<file path="config.mk">
export PLATFORM = sky130hd
export DESIGN_NAME = stack_unit_flat
export DESIGN_NICKNAME = d
export VERILOG_FILES = /design/src/rtl/stack_pkg.sv /design/src/rtl/stack_unit_if.sv /design/src/rtl/stack_ram.sv /design/src/rtl/stack_unit.sv /design/src/flat_wrapper.sv
export SDC_FILE = /design/constraint.sdc
export NUM_CORES = 1
export LEC_CHECK = 0
export ABC_AREA = 1
export BUFFER_PORTS_ARGS = -buffer_cell sky130_fd_sc_hd__buf_2
export CAP_MARGIN = 0
export CORE_UTILIZATION = 35
export CTS_BUF_LIST = sky130_fd_sc_hd__clkbuf_4 sky130_fd_sc_hd__clkbuf_8
export CTS_CLUSTER_SIZE = 20
export DETAILED_ROUTE_END_ITERATION = 7
export SLEW_MARGIN = 20
export SYNTH_ARGS = -nofsm -noshare
export SYNTH_HDL_FRONTEND = slang
export SYNTH_SLANG_ARGS = --single-unit
</file>
<file path="constraint.sdc">
create_clock -name clk -period 5.1 [get_ports clk]
set_clock_uncertainty 0.15 [all_clocks]
set_input_delay 0.255 -clock clk [delete_from_list [all_inputs] [get_ports clk]]
set_output_delay 0.255 -clock clk [all_outputs]
set_load 0.02 [all_outputs]
</file>
<file path="src/rtl/stack_pkg.sv">
// Shared definitions for the operand stack.
// Holds the default sizes, the stack command encoding and the command decode
// function. It is used by stack_unit_if, stack_ram and stack_unit.
// The optional feature macro STACK_ERR_EN is handled in the files that use this package.
package stack_pkg;

  localparam int unsigned DATA_W_DEF = 8;
  localparam int unsigned DEPTH_DEF  = 16;

  typedef enum logic [2:0] {
    OP_NONE,
    OP_PUSH,
    OP_POP,
    OP_TOS,
    OP_REPLACE
  } stack_op_t;

  // When push and pop are both set, the command is REPLACE and tos is ignored.
  // Otherwise push takes priority over pop, and pop takes priority over tos.
  function automatic stack_op_t decode_op(input logic push, input logic pop, input logic tos);
    if (push && pop) return OP_REPLACE;
    if (push)        return OP_PUSH;
    if (pop)         return OP_POP;
    if (tos)         return OP_TOS;
    return OP_NONE;
  endfunction

endpackage

</file>
<file path="src/rtl/stack_unit_if.sv">
// Command and data interface between the controller/datapath and the stack.
// Signals:
//   push, pop, tos - command strobes from the controller
//   din            - data to push
//   dout, dout_vld - registered read data, and a pulse that marks new read data
//   count, empty, full - stack occupancy
//   err_clr, overflow, underflow - present only when STACK_ERR_EN is defined
// Modports:
//   master - the controller side
//   slave  - the stack side
interface stack_unit_if
  import stack_pkg::*;
#(
  parameter int unsigned DATA_W = DATA_W_DEF,
  parameter int unsigned DEPTH  = DEPTH_DEF
);
  localparam int unsigned PTR_W = $clog2(DEPTH) + 1;

  logic              push;
  logic              pop;
  logic              tos;
  logic [DATA_W-1:0] din;
  logic [DATA_W-1:0] dout;
  logic              dout_vld;
  logic [PTR_W-1:0]  count;
  logic              empty;
  logic              full;
`ifdef STACK_ERR_EN
  logic              err_clr;
  logic              overflow;
  logic              underflow;
`endif

  modport master (
    output push, pop, tos, din,
`ifdef STACK_ERR_EN
    output err_clr,
    input  overflow, underflow,
`endif
    input  dout, dout_vld, count, empty, full
  );

  modport slave (
    input  push, pop, tos, din,
`ifdef STACK_ERR_EN
    input  err_clr,
    output overflow, underflow,
`endif
    output dout, dout_vld, count, empty, full
  );

endinterface

</file>
<file path="src/rtl/stack_ram.sv">
// Storage array for the stack: DEPTH words of DATA_W bits.
// It has one synchronous write port and one asynchronous read port.
// Its contents are not reset.
// Ports:
//   clk   - write clock
//   we    - write enable
//   waddr - write address
//   wdata - write data
//   raddr - read address
//   rdata - read data
module stack_ram
  import stack_pkg::*;
#(
  parameter int unsigned DATA_W = DATA_W_DEF,
  parameter int unsigned DEPTH  = DEPTH_DEF
) (
  input  logic                       clk,
  input  logic                       we,
  input  logic [$clog2(DEPTH)-1:0]   waddr,
  input  logic [DATA_W-1:0]          wdata,
  input  logic [$clog2(DEPTH)-1:0]   raddr,
  output logic [DATA_W-1:0]          rdata
);

  logic [DATA_W-1:0] mem_q [DEPTH];

  always_ff @(posedge clk) begin
    if (we) mem_q[waddr] <= wdata;
  end

  assign rdata = mem_q[raddr];

endmodule

</file>
<file path="src/rtl/stack_unit.sv">
// Hardware operand stack that serves the controller's push, pop and tos commands.
// Function:
//   - A stack pointer tracks the number of entries (count).
//   - pop and tos return the top entry on the registered dout one cycle later.
//   - Illegal operations (push when full, read when empty) are dropped.
// Ports:
//   clk - system clock, rising edge
//   rst - asynchronous reset, active high
//   bus - stack_unit_if.slave (command strobes, data and status)
// Optional feature STACK_ERR_EN adds sticky overflow and underflow flags.
// Those flags are cleared by bus.err_clr.
module stack_unit
  import stack_pkg::*;
#(
  parameter int unsigned DATA_W = DATA_W_DEF,
  parameter int unsigned DEPTH  = DEPTH_DEF
) (
  input  logic         clk,
  input  logic         rst,
  stack_unit_if.slave  bus
);

  localparam int unsigned PTR_W = $clog2(DEPTH) + 1;
  localparam int unsigned AW    = $clog2(DEPTH);

  logic [PTR_W-1:0]  sp_q, sp_d;
  logic [DATA_W-1:0] dout_q, dout_d;
  logic              vld_q, vld_d;

  stack_op_t         op_c;
  logic              empty_c, full_c;
  logic              we_c;
  logic [AW-1:0]     waddr_c, top_idx_c;
  logic [DATA_W-1:0] rdata_c;

  assign op_c      = decode_op(bus.push, bus.pop, bus.tos);
  assign empty_c   = (sp_q == '0);
  assign full_c    = (sp_q == PTR_W'(DEPTH));
  // When the stack is empty this index wraps, but every path that uses it is gated by empty_c.
  assign top_idx_c = AW'(sp_q - PTR_W'(1));

  stack_ram #(.DATA_W(DATA_W), .DEPTH(DEPTH)) u_ram (
    .clk   (clk),
    .we    (we_c),
    .waddr (waddr_c),
    .wdata (bus.din),
    .raddr (top_idx_c),
    .rdata (rdata_c)
  );

  // Command execution: pointer update, storage write and read capture.
  always_comb begin
    sp_d    = sp_q;
    dout_d  = dout_q;
    vld_d   = 1'b0;
    we_c    = 1'b0;
    waddr_c = AW'(sp_q);
    case (op_c)
      OP_PUSH: begin
        if (!full_c) begin
          we_c = 1'b1;
          sp_d = sp_q + PTR_W'(1);
        end
      end
      OP_POP: begin
        if (!empty_c) begin
          dout_d = rdata_c;
          vld_d  = 1'b1;
          sp_d   = sp_q - PTR_W'(1);
        end
      end
      OP_TOS: begin
        if (!empty_c) begin
          dout_d = rdata_c;
          vld_d  = 1'b1;
        end
      end
      OP_REPLACE: begin
        if (!empty_c) begin
          // The old top is read combinationally, before the write lands at the clock edge.
          dout_d  = rdata_c;
          vld_d   = 1'b1;
          we_c    = 1'b1;
          waddr_c = top_idx_c;
        end else begin
          // An empty stack cannot also be full, so this push always succeeds.
          we_c = 1'b1;
          sp_d = sp_q + PTR_W'(1);
        end
      end
      default: ;
    endcase
  end

  always_ff @(posedge clk or posedge rst) begin
    if (rst) begin
      sp_q   <= '0;
      dout_q <= '0;
      vld_q  <= 1'b0;
    end else begin
      sp_q   <= sp_d;
      dout_q <= dout_d;
      vld_q  <= vld_d;
    end
  end

  assign bus.dout     = dout_q;
  assign bus.dout_vld = vld_q;
  assign bus.count    = sp_q;
  assign bus.empty    = empty_c;
  assign bus.full     = full_c;

`ifdef STACK_ERR_EN
  logic ovf_q, ovf_d;
  logic udf_q, udf_d;

  // Sticky error flags. A new error in the same cycle as err_clr wins over the clear.
  always_comb begin
    ovf_d = (ovf_q & ~bus.err_clr) | ((op_c == OP_PUSH) && full_c);
    udf_d = (udf_q & ~bus.err_clr) |
            (((op_c == OP_POP) || (op_c == OP_TOS) || (op_c == OP_REPLACE)) && empty_c);
  end

  always_ff @(posedge clk or posedge rst) begin
    if (rst) begin
      ovf_q <= 1'b0;
      udf_q <= 1'b0;
    end else begin
      ovf_q <= ovf_d;
      udf_q <= udf_d;
    end
  end

  assign bus.overflow  = ovf_q;
  assign bus.underflow = udf_q;
`endif

endmodule

</file>
<file path="src/flat_wrapper.sv">
// flat-port wrapper written by rule: the top's interface ports become plain ports
module stack_unit_flat import stack_pkg::*;
#(
  parameter int unsigned DATA_W = DATA_W_DEF,
  parameter int unsigned DEPTH  = DEPTH_DEF
)
  (clk, rst, bus_push, bus_pop, bus_tos, bus_din, bus_dout, bus_dout_vld, bus_count, bus_empty, bus_full);
  stack_unit_if #(.DATA_W(DATA_W), .DEPTH(DEPTH)) bus_i ();
  input  logic clk;
  input  logic rst;
  input wire logic [$bits(bus_i.push)-1:0] bus_push;
  input wire logic [$bits(bus_i.pop)-1:0] bus_pop;
  input wire logic [$bits(bus_i.tos)-1:0] bus_tos;
  input wire logic [$bits(bus_i.din)-1:0] bus_din;
  output wire logic [$bits(bus_i.dout)-1:0] bus_dout;
  output wire logic [$bits(bus_i.dout_vld)-1:0] bus_dout_vld;
  output wire logic [$bits(bus_i.count)-1:0] bus_count;
  output wire logic [$bits(bus_i.empty)-1:0] bus_empty;
  output wire logic [$bits(bus_i.full)-1:0] bus_full;
  assign bus_i.push = bus_push;
  assign bus_i.pop = bus_pop;
  assign bus_i.tos = bus_tos;
  assign bus_i.din = bus_din;
  assign bus_dout = bus_i.dout;
  assign bus_dout_vld = bus_i.dout_vld;
  assign bus_count = bus_i.count;
  assign bus_empty = bus_i.empty;
  assign bus_full = bus_i.full;
  stack_unit #(.DATA_W(DATA_W), .DEPTH(DEPTH)) u_core (.clk(clk), .rst(rst), .bus(bus_i));
endmodule
</file>
; Word-level counts from Yosys, hierarchy flattened
; Memory sizes are Yosys's and may differ from the RTL's. A register that Yosys moved wholly into a read port is not among the register bits.
; Index checks and enable logic that the tools add are counted.
[word_totals]
register_bits = 6
ramBits = 128
in_bits = 13
out_inout_bits = 16
wordCells = 50
n_memories = 1
[mem_list]
columns = memory, depth, word_bits, read_ports, rd_ports_with_merged_regs, write_ports, line
row1 = u_core.u_ram.mem_q, 16, 8, 1, 1, 1, stack_ram.sv:25  ; logic [DATA_W-1:0] mem_q [DEPTH];
[op_classes]
add_sub_neg = 2
eq_ne = 8
n_mux = 30
n_bitwise = 1
reduce_logical = 6
[ops]
columns = operator, n
row1 = $mux 3, 8
row2 = $mux 1, 15
row3 = $mux 5, 3
row4 = $pmux 5 s3, 1
row5 = $mux 4, 2
row6 = $eq 3x2->1 const B, 2
row7 = $ne 2x2->1 const B, 3
row8 = $add 5x1->5 const B, 1
row9 = $eq 5x5->1 const B, 1
row10 = $logic_not 5->1, 1
row11 = $sub 5x1->5 const B, 1
row12 = $reduce_and 4->1, 1
row13 = $eq 3x1->1 const B, 1
row14 = $eq 3x3->1 const B, 1
row15 = $reduce_bool 3->1, 1
row16 = $reduce_or 3->1, 1
row17 = $pmux 1 s2, 1
row18 = $reduce_and 2->1, 1
row19 = $logic_and 1x1->1, 1
row20 = $not 1->1, 1

; Longest topological paths before layout
[depth]
ltp_word = 16
mapped_depth = 13
mapped_depth_nobuf = 10

; Modules after synthesis
; Synthesis repeated with hierarchy kept, for this count alone.
[unflattened]
hier_cells = 662
area_unflattened_um2 = 6470.0
[by_module_without_submodules]
columns = module, n_inst, cells_each, area_each_um2, seq_area_each_um2
row1 = stack_ram, 1, 543, 5606.6, 3843.7
row2 = stack_unit, 1, 119, 863.3, 350.3

; Least setup slack after synthesis
; OpenSTA, ideal clock, no wires.
[synth_path]
path_kind = register -> register
start = register u_core.sp_q[0], in the netlist u_core.bus.count[0]
end = memory u_core.u_ram.mem_q[10][0] (netlist name) (enable)
arrival_ps = 2252
slack_ps = 2328
stages_incl_launch_ff = 10
path_cell_list = dfrtp_1 -> inv_2 -> buf_2 -> buf_2 -> ha_1 -> xnor2_2 -> nor2_1 -> nor2_2 -> nand2_1 -> nor2_1
[synth_via]
elab_chain_cells = 5
[synth_lines]
columns = item, line
row1 = from (decl), stack_unit.sv:26  ; logic [PTR_W-1:0] sp_q, sp_d;
row2 = from (signal assigned), stack_unit.sv:101  ; sp_q <= sp_d;
row3 = $eq 5x5->1, stack_unit.sv:38  ; assign full_c = (sp_q == PTR_W'(DEPTH));
row4 = $mux 1, stack_unit.sv:60  ; if (!full_c) begin
row5 = $pmux 1 s2, stack_unit.sv:58  ; case (op_c)
row6 = $mux 1, stack_ram.sv:28  ; if (we) mem_q[waddr] <= wdata;
row7 = $mux 1 (not written as such), stack_ram.sv:28
row8 = to (decl), stack_ram.sv:25
; Several ways; a longest one is shown, not always the timed one.

; Final worst setup path
[layout_path]
start = register u_core.sp_q[0], in the netlist u_core.bus.count[0]
end = memory u_core.u_ram.mem_q[4][5] (netlist name) (enable)
; Same word-level chain as after synthesis.

==> impl_results.md <==
* Outcome: finished, final reports clean
* Number of max-cap violations at 0
* Worst path required time at between 5000 and 6000 ps
* Die Area at 19000 µm²
* Reg clk slew, reported paths at 80 ps
* Worst reg-to-reg path cell count at 8
* Register area share after synthesis at 65.0%
* PwrDens at 589 nW/µm²
* Synthesis-stage register bit count at roughly 140
* Final worst path period need at 3150 ps
* GRT Total Usage at roughly 16%
* Via Count at 4247
* Tightest Pin Transition at roughly 980 ps
* Largest net degree at the start of global routing at 69
* Path category of the worst min-delay check: in2reg
* Setup crit start: u_core.bus.count[0]
* Clock root cell: clkbuf_8
* Skew-Pair Late Insertion Delay at 440 ps
* ANT cells at 0
* # setup viols final at 0
* CP Max Fanout at 50
* Mux contribution to synthesized area at 0%
* Post-place setup slack at 1980 ps
* Critical path class: reg2reg
* Layout area overhead at 10.7%
* Synth Instances at 662
* CTS Buffer Depth at 2
* Largest family of logic cells by synthesized area: simple AND/OR/NAND/NOR gates
* Post-synth net total at just under 700
* Reg-to-Reg End: u_core.u_ram.mem_q[4][5]
* WL/cell at 15.4 µm
* First drt pass iteration count at 5
* Core area at roughly 18000 µm²
* Period Utilization, post-route at 61.8%
* Die height at 138 µm
* Synth Area in XOR/XNOR at 1.18%
* Placed Area at 6780 µm²
* Die width at between 100 and 150 µm
* Final nets at 705
* Worst hold slack at 99.6 ps
* Number of nets still failing antenna checks after routing at 0
* CTS Buf Count at 17
* Post-route setup slack at 1950 ps
* Critical path startpoint category: flip-flop
* Post-route non-filler standard cell count at 930
* Peak supply drop at 0.326 mV
* Worst Hold Depth at 1
* Remaining DRCs at 0
* Average cell area after synthesis at 9.75 µm²
* RSZ-0062 raised after global routing: false
* Critical Path AT at a little over 3000 ps
* R2r setup slk at 1950 ps
* Mapped cell area at 6450 µm²
* Leak Pwr at around 3.1 nW
* Initial drt markers at 532
* CTS tree: done
* Top Ports at 29
* Vias in the first global route at between 3000 and 4000
* Setup tns final at 0 ps
* Final Util at 39.6%
* Slew Limit Fails at 0
* Crit path to: u_core.u_ram.mem_q[4][5]
* Number of placed cells counting well taps at 898
* Setup crit end kind: flip-flop
* Layout cells sized above 1 at 11.4%
* Synth Area in Adders at 0.582%
* Row count at 49
* Post-synthesis simple-gate area fraction at 23.8%
* Routed WL at 14.3 mm
* Crit Reg-Reg Startpoint: u_core.bus.count[0]
* Compound-Gate Fraction of Synth Area at 0.911%
* Synth cell types at 26
* Vias per inst at roughly 4.6
* Global-route wire length before repair at 22.0 mm
* Yosys warns at 0
* Worst rel slew slack at roughly a third
* Max Fclk at 317 MHz
* Total grt overflow at 0
* Tot Pwr at 4.20 mW
* Final Hold Fails at 0
* Initial Util at 35.8%
* Post-route cell area at 7140 µm²
* Initial antenna violation count at 0
* DPL Wire Length at roughly 9.3 mm
* H-Tree Depth at 4
* Post-CTS setup buffer count at 0
* CTS sink count at 142
* # port buffers at 28
* Final RePlAce weighted congestion at 0.833
synth_stat cells, drive strengths merged:
library cell / count / area [µm²]
a21oi: 1 / 8.76
buf: 15 / 93.8
clkbuf: 9 / 33.8
clkinv: 1 / 3.75
dfrtp: 14 / 350
edfxtp: 128 / 3840
ha: 3 / 37.5
inv: 112 / 420
nand2: 232 / 888
nand3: 107 / 546
nor2: 23 / 96.4
o21a: 1 / 7.51
o21ai: 7 / 35.0
o21bai: 1 / 7.51
or2: 1 / 6.26
xnor2: 1 / 16.3
xor2: 6 / 60.1
where the power goes:
group,internal (mW),switching [mW]
Combinational,0.543,1.33
Clock,0.379,0.425
Sequential,1.45,0.0763
worst max-delay path: stages, from the launching register on:
cell and delay [ps]:
dfrtp_2 410, inv_2 280, buf_4 510, nand3_2 170, nand2_1 90, nand2_1 200
a21oi_2 210, nand2_1 150, nor2_1 610
cells in the final DEF, fill, tap and decap left out:
master	synthesis	final
o21ai_0	2	2
dfrtp_1	14	13
edfxtp_1	128	128
xnor2_2	1	1
clkinv_2	0	2
nand2_4	1	1
inv_6	0	1
xor2_1	5	5
inv_1	107	107
nand2_2	4	4
o21ai_1	5	5
buf_4	0	3
clkinvlp_4	0	7
clkinv_1	1	2
dfrtp_2	0	1
nor2_4	1	1
nor2_2	1	1
clkbuf_8	0	17
nand3_2	2	2
nand3_1	105	105
buf_2	12	28
nand2_1	227	227
bufinv_16	0	1
dlygate4sd3_1	0	1
o21a_1	1	1
xor2_2	1	1
nor2_1	21	21
a21oi_2	1	1
or2_2	1	1
clkinv_4	0	2
o21bai_1	1	1
ha_1	3	3
inv_2	5	5
worst min-delay path by stage:
stage | end | startpoint
after floorplan | u_core.bus.count[0] | rst
after global placement | u_core.bus.dout[3] | rst
after detailed placement | u_core.bus.dout[5] | rst
after CTS | u_core.u_ram.mem_q[4][6] | bus_din[6]
after global routing | u_core.u_ram.mem_q[4][6] | bus_din[6]
final | u_core.u_ram.mem_q[4][6] | bus_din[6]
cell families after synthesis:
group	count (synthesis)
buf+inv	137
flops	142
compound gates	10
simple gates	363
fa+ha+maj	3
xor+xnor	7
area by class of cell:
class	instances	area, µm²
Fill cell	1806	10900
Sequential cell	142	4200
Multi-Input combinational cell	383	1710
Inverter	113	424
Tap cell	229	287
Clock buffer	17	234
Timing Repair Buffer	32	173
Clock inverter	14	123
metal layers:
layer | vias to the layer above | wire length, µm | global-route usage (%)
li1 | 2167 | - | -
met1 | 1932 | 6720 | 22.2
met2 | 133 | 6570 | 25.3
met3 | 15 | 758 | 3.42
met4 | 0 | 253 | 6.76
met5 | - | 0 | 0
repair_timing:
| item | 4_1_cts | 5_1_grt |
|---|---|---|
| gates resized for setup | 0 | 0 |
| endpoints found under the hold margin | 14 | 0 |
| hold buffers | 1 | 0 |
state kept, by name, indices dropped and copies added (netlist names):
name                 count
u_core.u_ram.mem_q     128
u_core.bus.dout          8
u_core.bus.count         5
u_core.bus.dout_vld      1
No activity file was read; power rests on OpenSTA's default activity.
